## src/rtl/oled_pkg.sv

```systemverilog
// Shared constants, opcodes and FSM state for the OLED panel bus.
// Used by oled_rx, its address generator and the testbench.
package oled_pkg;

  localparam int DEF_WIDTH  = 96;
  localparam int DEF_HEIGHT = 64;

  localparam logic [7:0] CMD_SET_COL  = 8'h15;
  localparam logic [7:0] CMD_SET_ROW  = 8'h75;
  localparam logic [7:0] CMD_DISP_ON  = 8'hAF;
  localparam logic [7:0] CMD_DISP_OFF = 8'hAE;

  typedef enum logic [2:0] {
    ST_IDLE,
    ST_COL_S,
    ST_COL_E,
    ST_ROW_S,
    ST_ROW_E
  } state_t;

  // Saturate a raw window argument to the panel limit.
  function automatic logic [7:0] clamp8(
    input logic [7:0] v,
    input logic [7:0] lim
  );
    return (v > lim) ? lim : v;
  endfunction

endpackage

```

## src/rtl/oled_rx_if.sv

```systemverilog
// Board-side OLED panel bus: cs/rst active low, dc, e strobe, byte.
// master = the driver (oled), slave = the receiver (oled_rx).
interface oled_rx_if;
  logic       oled_cs;
  logic       oled_rst;
  logic       oled_dc;
  logic       oled_e;
  logic [7:0] oled_dout;

  modport master (
    output oled_cs, oled_rst, oled_dc,
    output oled_e, oled_dout
  );

  modport slave (
    input oled_cs, oled_rst, oled_dc,
    input oled_e, oled_dout
  );
endinterface

```

## src/rtl/oled_addr_gen.sv

```systemverilog
// Column/row window, write pointer with in-window wrap, pixel address.
// Ports: clk/rst, srst_i (panel reset), ld_col_i/ld_row_i, adv_i,
// start_i/end_i (raw window args), addr_o = row*WIDTH + col.
module oled_addr_gen
  import oled_pkg::*;
#(
  parameter int WIDTH  = DEF_WIDTH,
  parameter int HEIGHT = DEF_HEIGHT,
  parameter int ADDR_W = 13
) (
  input  logic              clk,
  input  logic              rst,
  input  logic              srst_i,
  input  logic              ld_col_i,
  input  logic              ld_row_i,
  input  logic              adv_i,
  input  logic [7:0]        start_i,
  input  logic [7:0]        end_i,
  output logic [ADDR_W-1:0] addr_o
);

  localparam logic [7:0] CMAX = 8'(WIDTH - 1);
  localparam logic [7:0] RMAX = 8'(HEIGHT - 1);

  logic [7:0] cs_q, ce_q, rs_q, re_q;
  logic [7:0] col_q, row_q;
  logic [7:0] lim;
  logic [7:0] s_d, e_c, e_d;

  // Shared clamp: only one window loads per cycle.
  always_comb begin
    lim = ld_row_i ? RMAX : CMAX;
    s_d = clamp8(start_i, lim);
    e_c = clamp8(end_i, lim);
    e_d = (e_c < s_d) ? s_d : e_c;
  end

  logic [ADDR_W-1:0] r_w, c_w;
  assign r_w = ADDR_W'(row_q);
  assign c_w = ADDR_W'(col_q);

  generate
    if (WIDTH == 96) begin : g_shift
      assign addr_o = (r_w << 6) + (r_w << 5) + c_w;
    end else begin : g_mul
      assign addr_o = r_w * ADDR_W'(WIDTH) + c_w;
    end
  endgenerate

  always_ff @(posedge clk or posedge rst) begin
    if (rst) begin
      cs_q  <= 8'd0;
      ce_q  <= CMAX;
      rs_q  <= 8'd0;
      re_q  <= RMAX;
      col_q <= 8'd0;
      row_q <= 8'd0;
    end else if (srst_i) begin
      cs_q  <= 8'd0;
      ce_q  <= CMAX;
      rs_q  <= 8'd0;
      re_q  <= RMAX;
      col_q <= 8'd0;
      row_q <= 8'd0;
    end else begin
      if (ld_col_i) begin
        cs_q  <= s_d;
        ce_q  <= e_d;
        col_q <= s_d;
      end
      if (ld_row_i) begin
        rs_q  <= s_d;
        re_q  <= e_d;
        row_q <= s_d;
      end
      if (adv_i) begin
        if (col_q == ce_q) begin
          col_q <= cs_q;
          row_q <= (row_q == re_q) ? rs_q
                                   : row_q + 8'd1;
        end else begin
          col_q <= col_q + 8'd1;
        end
      end
    end
  end

endmodule

```

## src/rtl/oled_rx.sv

```systemverilog
// Behavioural OLED panel controller: decodes bus bytes into fb writes.
// Ports: clk, rst, bus (slave), fb_we/fb_addr/fb_data, cmd_*, display_on.
module oled_rx
  import oled_pkg::*;
#(
  parameter int WIDTH  = DEF_WIDTH,
  parameter int HEIGHT = DEF_HEIGHT,
  parameter int ADDR_W = 13
) (
  input  logic              clk,
  input  logic              rst,
  oled_rx_if.slave          bus,
  output logic              fb_we,
  output logic [ADDR_W-1:0] fb_addr,
  output logic [7:0]        fb_data,
  output logic              cmd_valid,
  output logic [7:0]        cmd_byte,
  output logic              display_on
);

  state_t            state_q;
  logic              e_q;
  logic [7:0]        start_q;
  logic              we_q, cv_q, disp_q;
  logic [ADDR_W-1:0] addr_q;
  logic [7:0]        data_q, cb_q;
  logic [ADDR_W-1:0] ptr_addr;

  logic srst, wr, is_cmd, is_dat;
  logic ld_col, ld_row;

  assign srst   = ~bus.oled_rst;
  assign wr     = e_q & ~bus.oled_e & ~bus.oled_cs;
  assign is_cmd = wr & ~bus.oled_dc;
  assign is_dat = wr & bus.oled_dc;
  assign ld_col = is_cmd & (state_q == ST_COL_E);
  assign ld_row = is_cmd & (state_q == ST_ROW_E);

  oled_addr_gen #(
    .WIDTH  (WIDTH),
    .HEIGHT (HEIGHT),
    .ADDR_W (ADDR_W)
  ) u_addr (
    .clk      (clk),
    .rst      (rst),
    .srst_i   (srst),
    .ld_col_i (ld_col),
    .ld_row_i (ld_row),
    .adv_i    (is_dat),
    .start_i  (start_q),
    .end_i    (bus.oled_dout),
    .addr_o   (ptr_addr)
  );

  always_ff @(posedge clk or posedge rst) begin
    if (rst) begin
      state_q <= ST_IDLE;
      e_q     <= 1'b1;
      start_q <= 8'd0;
      we_q    <= 1'b0;
      cv_q    <= 1'b0;
      disp_q  <= 1'b0;
      addr_q  <= '0;
      data_q  <= 8'd0;
      cb_q    <= 8'd0;
    end else if (srst) begin
      state_q <= ST_IDLE;
      e_q     <= 1'b1;
      start_q <= 8'd0;
      we_q    <= 1'b0;
      cv_q    <= 1'b0;
      disp_q  <= 1'b0;
      addr_q  <= '0;
      data_q  <= 8'd0;
      cb_q    <= 8'd0;
    end else begin
      e_q  <= bus.oled_e;
      we_q <= 1'b0;
      cv_q <= 1'b0;
      if (is_dat) begin
        // A pixel aborts any half-finished window command.
        we_q    <= 1'b1;
        addr_q  <= ptr_addr;
        data_q  <= bus.oled_dout;
        state_q <= ST_IDLE;
      end else if (is_cmd) begin
        unique case (state_q)
          ST_IDLE: begin
            if (bus.oled_dout == CMD_SET_COL)
              state_q <= ST_COL_S;
            else if (bus.oled_dout == CMD_SET_ROW)
              state_q <= ST_ROW_S;
            else if (bus.oled_dout == CMD_DISP_ON)
              disp_q <= 1'b1;
            else if (bus.oled_dout == CMD_DISP_OFF)
              disp_q <= 1'b0;
            else begin
              cv_q <= 1'b1;
              cb_q <= bus.oled_dout;
            end
          end
          ST_COL_S: begin
            start_q <= bus.oled_dout;
            state_q <= ST_COL_E;
          end
          ST_ROW_S: begin
            start_q <= bus.oled_dout;
            state_q <= ST_ROW_E;
          end
          ST_COL_E: state_q <= ST_IDLE;
          ST_ROW_E: state_q <= ST_IDLE;
          default:  state_q <= ST_IDLE;
        endcase
      end
    end
  end

  assign fb_we      = we_q;
  assign fb_addr    = addr_q;
  assign fb_data    = data_q;
  assign cmd_valid  = cv_q;
  assign cmd_byte   = cb_q;
  assign display_on = disp_q;

endmodule

```

## src/flat_wrapper.sv

```systemverilog
// flat-port wrapper written by rule: the top's interface ports become plain ports
module oled_rx_flat import oled_pkg::*;
#(
  parameter int WIDTH  = DEF_WIDTH,
  parameter int HEIGHT = DEF_HEIGHT,
  parameter int ADDR_W = 13
)
  (clk, rst, fb_we, fb_addr, fb_data, cmd_valid, cmd_byte, display_on, bus_oled_cs, bus_oled_rst, bus_oled_dc, bus_oled_e, bus_oled_dout);
  oled_rx_if bus_i ();
  input  logic clk;
  input  logic rst;
  output logic fb_we;
  output logic [ADDR_W-1:0] fb_addr;
  output logic [7:0] fb_data;
  output logic cmd_valid;
  output logic [7:0] cmd_byte;
  output logic display_on;
  input wire logic [$bits(bus_i.oled_cs)-1:0] bus_oled_cs;
  input wire logic [$bits(bus_i.oled_rst)-1:0] bus_oled_rst;
  input wire logic [$bits(bus_i.oled_dc)-1:0] bus_oled_dc;
  input wire logic [$bits(bus_i.oled_e)-1:0] bus_oled_e;
  input wire logic [$bits(bus_i.oled_dout)-1:0] bus_oled_dout;
  assign bus_i.oled_cs = bus_oled_cs;
  assign bus_i.oled_rst = bus_oled_rst;
  assign bus_i.oled_dc = bus_oled_dc;
  assign bus_i.oled_e = bus_oled_e;
  assign bus_i.oled_dout = bus_oled_dout;
  oled_rx #(.WIDTH(WIDTH), .HEIGHT(HEIGHT), .ADDR_W(ADDR_W)) u_core (.clk(clk), .rst(rst), .bus(bus_i), .fb_we(fb_we), .fb_addr(fb_addr), .fb_data(fb_data), .cmd_valid(cmd_valid), .cmd_byte(cmd_byte), .display_on(display_on));
endmodule
```

## config.mk

```make
export PLATFORM = sky130hd
export DESIGN_NAME = oled_rx_flat
export DESIGN_NICKNAME = d
export VERILOG_FILES = /design/src/rtl/oled_pkg.sv /design/src/rtl/oled_rx_if.sv /design/src/rtl/oled_addr_gen.sv /design/src/rtl/oled_rx.sv /design/src/flat_wrapper.sv
export SDC_FILE = /design/constraint.sdc
export NUM_CORES = 1
export LEC_CHECK = 0
export ABC_AREA = 1
export BUFFER_PORTS_ARGS = -buffer_cell sky130_fd_sc_hd__buf_2
export CAP_MARGIN = 20
export CORE_UTILIZATION = 50
export CTS_CLUSTER_SIZE = 14
export DETAILED_ROUTE_END_ITERATION = 6
export HOLD_SLACK_MARGIN = 0.12
export PLACE_DENSITY = 0.74
export RECOVER_POWER = 25
export SLEW_MARGIN = 5
export SYNTH_ARGS = -nofsm -noshare
export SYNTH_HDL_FRONTEND = slang
export SYNTH_SLANG_ARGS = --single-unit
```

## constraint.sdc

```tcl
create_clock -name clk -period 4.3 [get_ports clk]
set_clock_uncertainty 0.1 [all_clocks]
set_input_delay 0.215 -clock clk [delete_from_list [all_inputs] [get_ports clk]]
set_output_delay 0.215 -clock clk [all_outputs]
set_load 0.02 [all_outputs]
```

==> metrics.md <==
| Metric | Value |
|---|---|
| H-tree Lvls | 3 |
| Via Count | ~4,300 |
| Largest family of logic cells by synthesized area | simple AND/OR/NAND/NOR gates |
| Crit path time final | 3.803 ns |
| CTS tree | built |
| CP required | approximately 4.5 ns |
| Post-DP HPWL | 8741 µm |
| Via density | around 5.3 |
| Routed wire length | between 10,000 and 15,000 µm |
| Mapped Avg Cell Area | 8.198 µm² |
| Hold Fails Final Rpt | 0 |
| Crit. End Element | flip-flop |
| Syn Inst Count | between 600 and 700 |
| Pwr dens | between 300 and 400 nW/µm² |
| Final slew viol count | 45 |
| Multi-input combinational cell area | between 2000 and 2500 µm² |
| Clk buf depth | 2 |
| Iter 0 DRT Violations | approximately 230 |
| Number of flops mapped to enable cells by yosys | 0 |
| Status | finished, violations left |
| DP Cell Count | between 700 and 800 |
| ANT cells | 0 |
| Hold_ws | between 0.1 and 0.15 ns |
| Sequential-to-total area share from yosys stat | 0.4569 |
| # setup viols final | 0 |
| Worst setup path class | in2reg |
| Storage cell area | approximately 2300 µm² |
| Netlist cell types | 43 |
| Area grow syn2layout | 11.44% |
| FF+latch count, synth | 92 |
| Remaining Overflow, GRT | 0 |
| Initial Util | 0.5168 |
| Worst setup SP type | primary input |
| Power, Total | around 1.8 mW |
| Largest net degree at the start of global routing | 50 |
| Post-Synth Adder-Cell Area | 0.06607 |
| Vias in the first global route | about 4,200 |
| TNS Setup | 0 ns |
| Yosys top cell area share | 0.3895 |
| RSZ-0062 raised after global routing | false |
| Avg WL per Cell | roughly 15 µm |
| Synth Area in Simple Gates | 0.2182 |
| Clk sink count | a little over 90 |
| Mux cell area share after synthesis | 0 |
| Die width | around 100 µm |
| Total number of yosys warnings | 0 |
| Clk Latency, worst-skew pair | between 0.3 and 0.4 ns |
| Die Ht | between 100 and 150 µm |
| Area contributors post-synth | dfrtp_1 39%, nand2_1 9.9%, o21ai_0 6.9%, dfstp_2 6.7%, inv_1 5.5% |
| Final Cell Area | about 5700 µm² |
| Number of I/O port buffers | between 40 and 50 |
| Fill cells | between 900 and 1,000 |
| Fin crit share | 0.8844 |
| Mapped cell area | 5075 µm² |
| Synth Area in Compound Gates | 0.1462 |
| Post-synth top flop | dfrtp_1 |
| Least-Margin Pin Slew | roughly 1.9 ns |
| Initial antenna violation count | 0 |
| Dpl cell area | between 5000 and 6000 µm² |
| Failing checks | capacitance limit, slew limit |
| Antenna Nets Post-Route | 0 |
| CTS resizes | 0 |
| Core box area | about 10000 µm² |
| Nets | roughly 700 |
| Share of layout cells above drive strength 1 | 0.1399 |
| Pre-antenna DRT Iters | 5 |
| Mapped Nets | approximately 660 |
| Die Footprint | about 11,000 µm² |
| P_leak | about 2.8 nW |
| Row count | 36 |
| GRT Resource Usage Total | 0.2478 |
| Num ports | 46 |
| Arrival time worst endpoint | 4.00 ns |
| Hold crit path type | in2reg |
| Crit path max fanout | 16 |
| Fin util | 0.5759 |
| Area leader, netlist | dfrtp_1 |
| Synth async-reset ratio | 1.000 |
| GP Congestion | between 0.9 and 1 |
| Drt drc | 0 |
| Final WS setup | 0.4969 ns |
| VDD IR max | approximately 180 µV |
| Max-Slew Margin vs Limit | -0.2862 |
| Worst-path clk slew | roughly 0.090 ns |
| Root buf cell | clkbuf_8 |
| Finished Layout Cells | just over 800 |
| CTS Buf Count | 9 |
| Max Fclk | roughly 260 MHz |
| Dpl ws | 0.5314 ns |
| Max-cap viol count | 1 |
| Post-Synth XOR/XNOR Area | 0.03969 |
| First-pass GRT wire length | between 20,000 and 25,000 µm |
==> layout make-up <==
type	instances	share of cell area
flip-flops and latches	92	0.4100
clock inverters	6	0.01128
clock buffers	10	0.02257
multi-input cells	432	0.4237
well taps	133	0.02942
repair buffers	53	0.05044
inverters	79	0.05265
==> cells in the mapped netlist (2+ instances only) <==
library cell  count
nand2_1         134
dfrtp_1          79
inv_1            75
o21ai_0          70
nor2_1           57
nand3_1          26
ha_1             22
xor2_1           20
a21oi_1          19
dfstp_2          13
clkbuf_1         11
or2_2            10
o211ai_1          9
nor3_1            6
o22ai_1           6
buf_2             5
nand4_1           5
o21ai_1           5
a22o_1            4
nand2_2           4
a31oi_1           3
fa_1              3
inv_2             3
nand2_4           3
nor4_1            3
xnor2_1           3
conb_1            2
nor2_2            2
o21a_1            2
o221ai_1          2
==> power by group <==
part	switching, mW	internal [mW]	leakage [nW]
sequential	0.0328	0.909	1.20
clock	0.309	0.269	0.0927
combinational	0.191	0.0886	1.54
total	0.533	1.27	2.84
==> kinds of logic (layout without fill, tap and decap cells) <==
group	after synthesis	count (layout)
fa+ha+maj	25	25
flops	92	92
buf+inv	95	148
other cells	2	2
simple gates	254	254
xor+xnor	23	23
compound gates	128	128
==> cell usage in the layout, fill, tap and decap left out, drive strengths merged, types with 4 or more instances in the layout <==
master       instances
a21oi               20
xor2                20
o21ai               75
o211ai               9
dlygate4sd3          5
dfstp               13
nand2              141
nand3               26
nor3                 7
a22o                 4
ha                  22
or2                 10
dfrtp               79
clkbuf              20
nand4                5
inv                 78
o22ai                6
buf                 38
nor2                60
==> worst paths after layout <==
kind                                  startpoint  slack [ns]  cells past startpoint                endpoint
setup / recovery                      bus_oled_e        0.50                     22   u_core.u_addr.ce_q[0]
hold / removal                  bus_oled_dout[5]        0.14                      3       u_core.start_q[5]
setup reg to reg                      u_core.e_q        0.53                     19   u_core.u_addr.ce_q[0]
hold reg to reg            u_core.u_addr.re_q[0]        0.39                      2   u_core.u_addr.re_q[0]
max in group asynchronous                    rst        1.94                      4  u_core.u_addr.row_q[4]
min in group asynchronous                    rst        0.79                      3       u_core.fb_addr[2]
==> metal layers <==
metal  vias up  part of all wire  global-route usage  wire (µm)
met5         -                 0                   0          0
met1      2048              0.47              0.3402       5553
li1       2109                 -                   -          -
met4         0             0.019             0.09317        227
met3        20             0.047             0.03254        557
met2       126              0.46              0.4021       5477
==> worst max-delay path, cell delays in order <==
cell	delay (ns)
dlygate4sd3_1	0.53
buf_2	0.12
inv_1	0.06
nand3_1	0.12
nor2_4	0.20
nand2_4	0.15
ha_1	0.30
nand2_1	0.04
o21a_1	0.19
nand2_2	0.07
nand2_1	0.13
or2_2	0.33
nand2_1	0.12
ha_1	0.26
a21oi_1	0.15
nor2_1	0.07
a211oi_2	0.49
nand2_4	0.14
nand2_1	0.09
nand3_1	0.09
nand2_1	0.10
nand2_1	0.06
==> repair_timing <==
item | 4_1_cts | 5_1_grt
endpoints found under the hold margin | 46 | 0
hold buffers | 5 | 0
setup buffers | 0 | 0
endpoints found under the setup margin | 0 | 0
==> flip-flops by register name (all words and copies together) (netlist names) <==
signal / flops
u_core.u_addr.rs_q: 8
u_core.u_addr.row_q: 8
u_core.state_q: 3
u_core.u_addr.col_q: 8
u_core.u_addr.re_q: 8
u_core.fb_data: 8
u_core.display_on: 1
u_core.cmd_valid: 1
u_core.start_q: 8
u_core.fb_we: 1
u_core.u_addr.cs_q: 8
u_core.u_addr.ce_q: 8
u_core.fb_addr: 13
u_core.cmd_byte: 8
u_core.e_q: 1
Note: power is estimated with default switching activity, not from simulation.
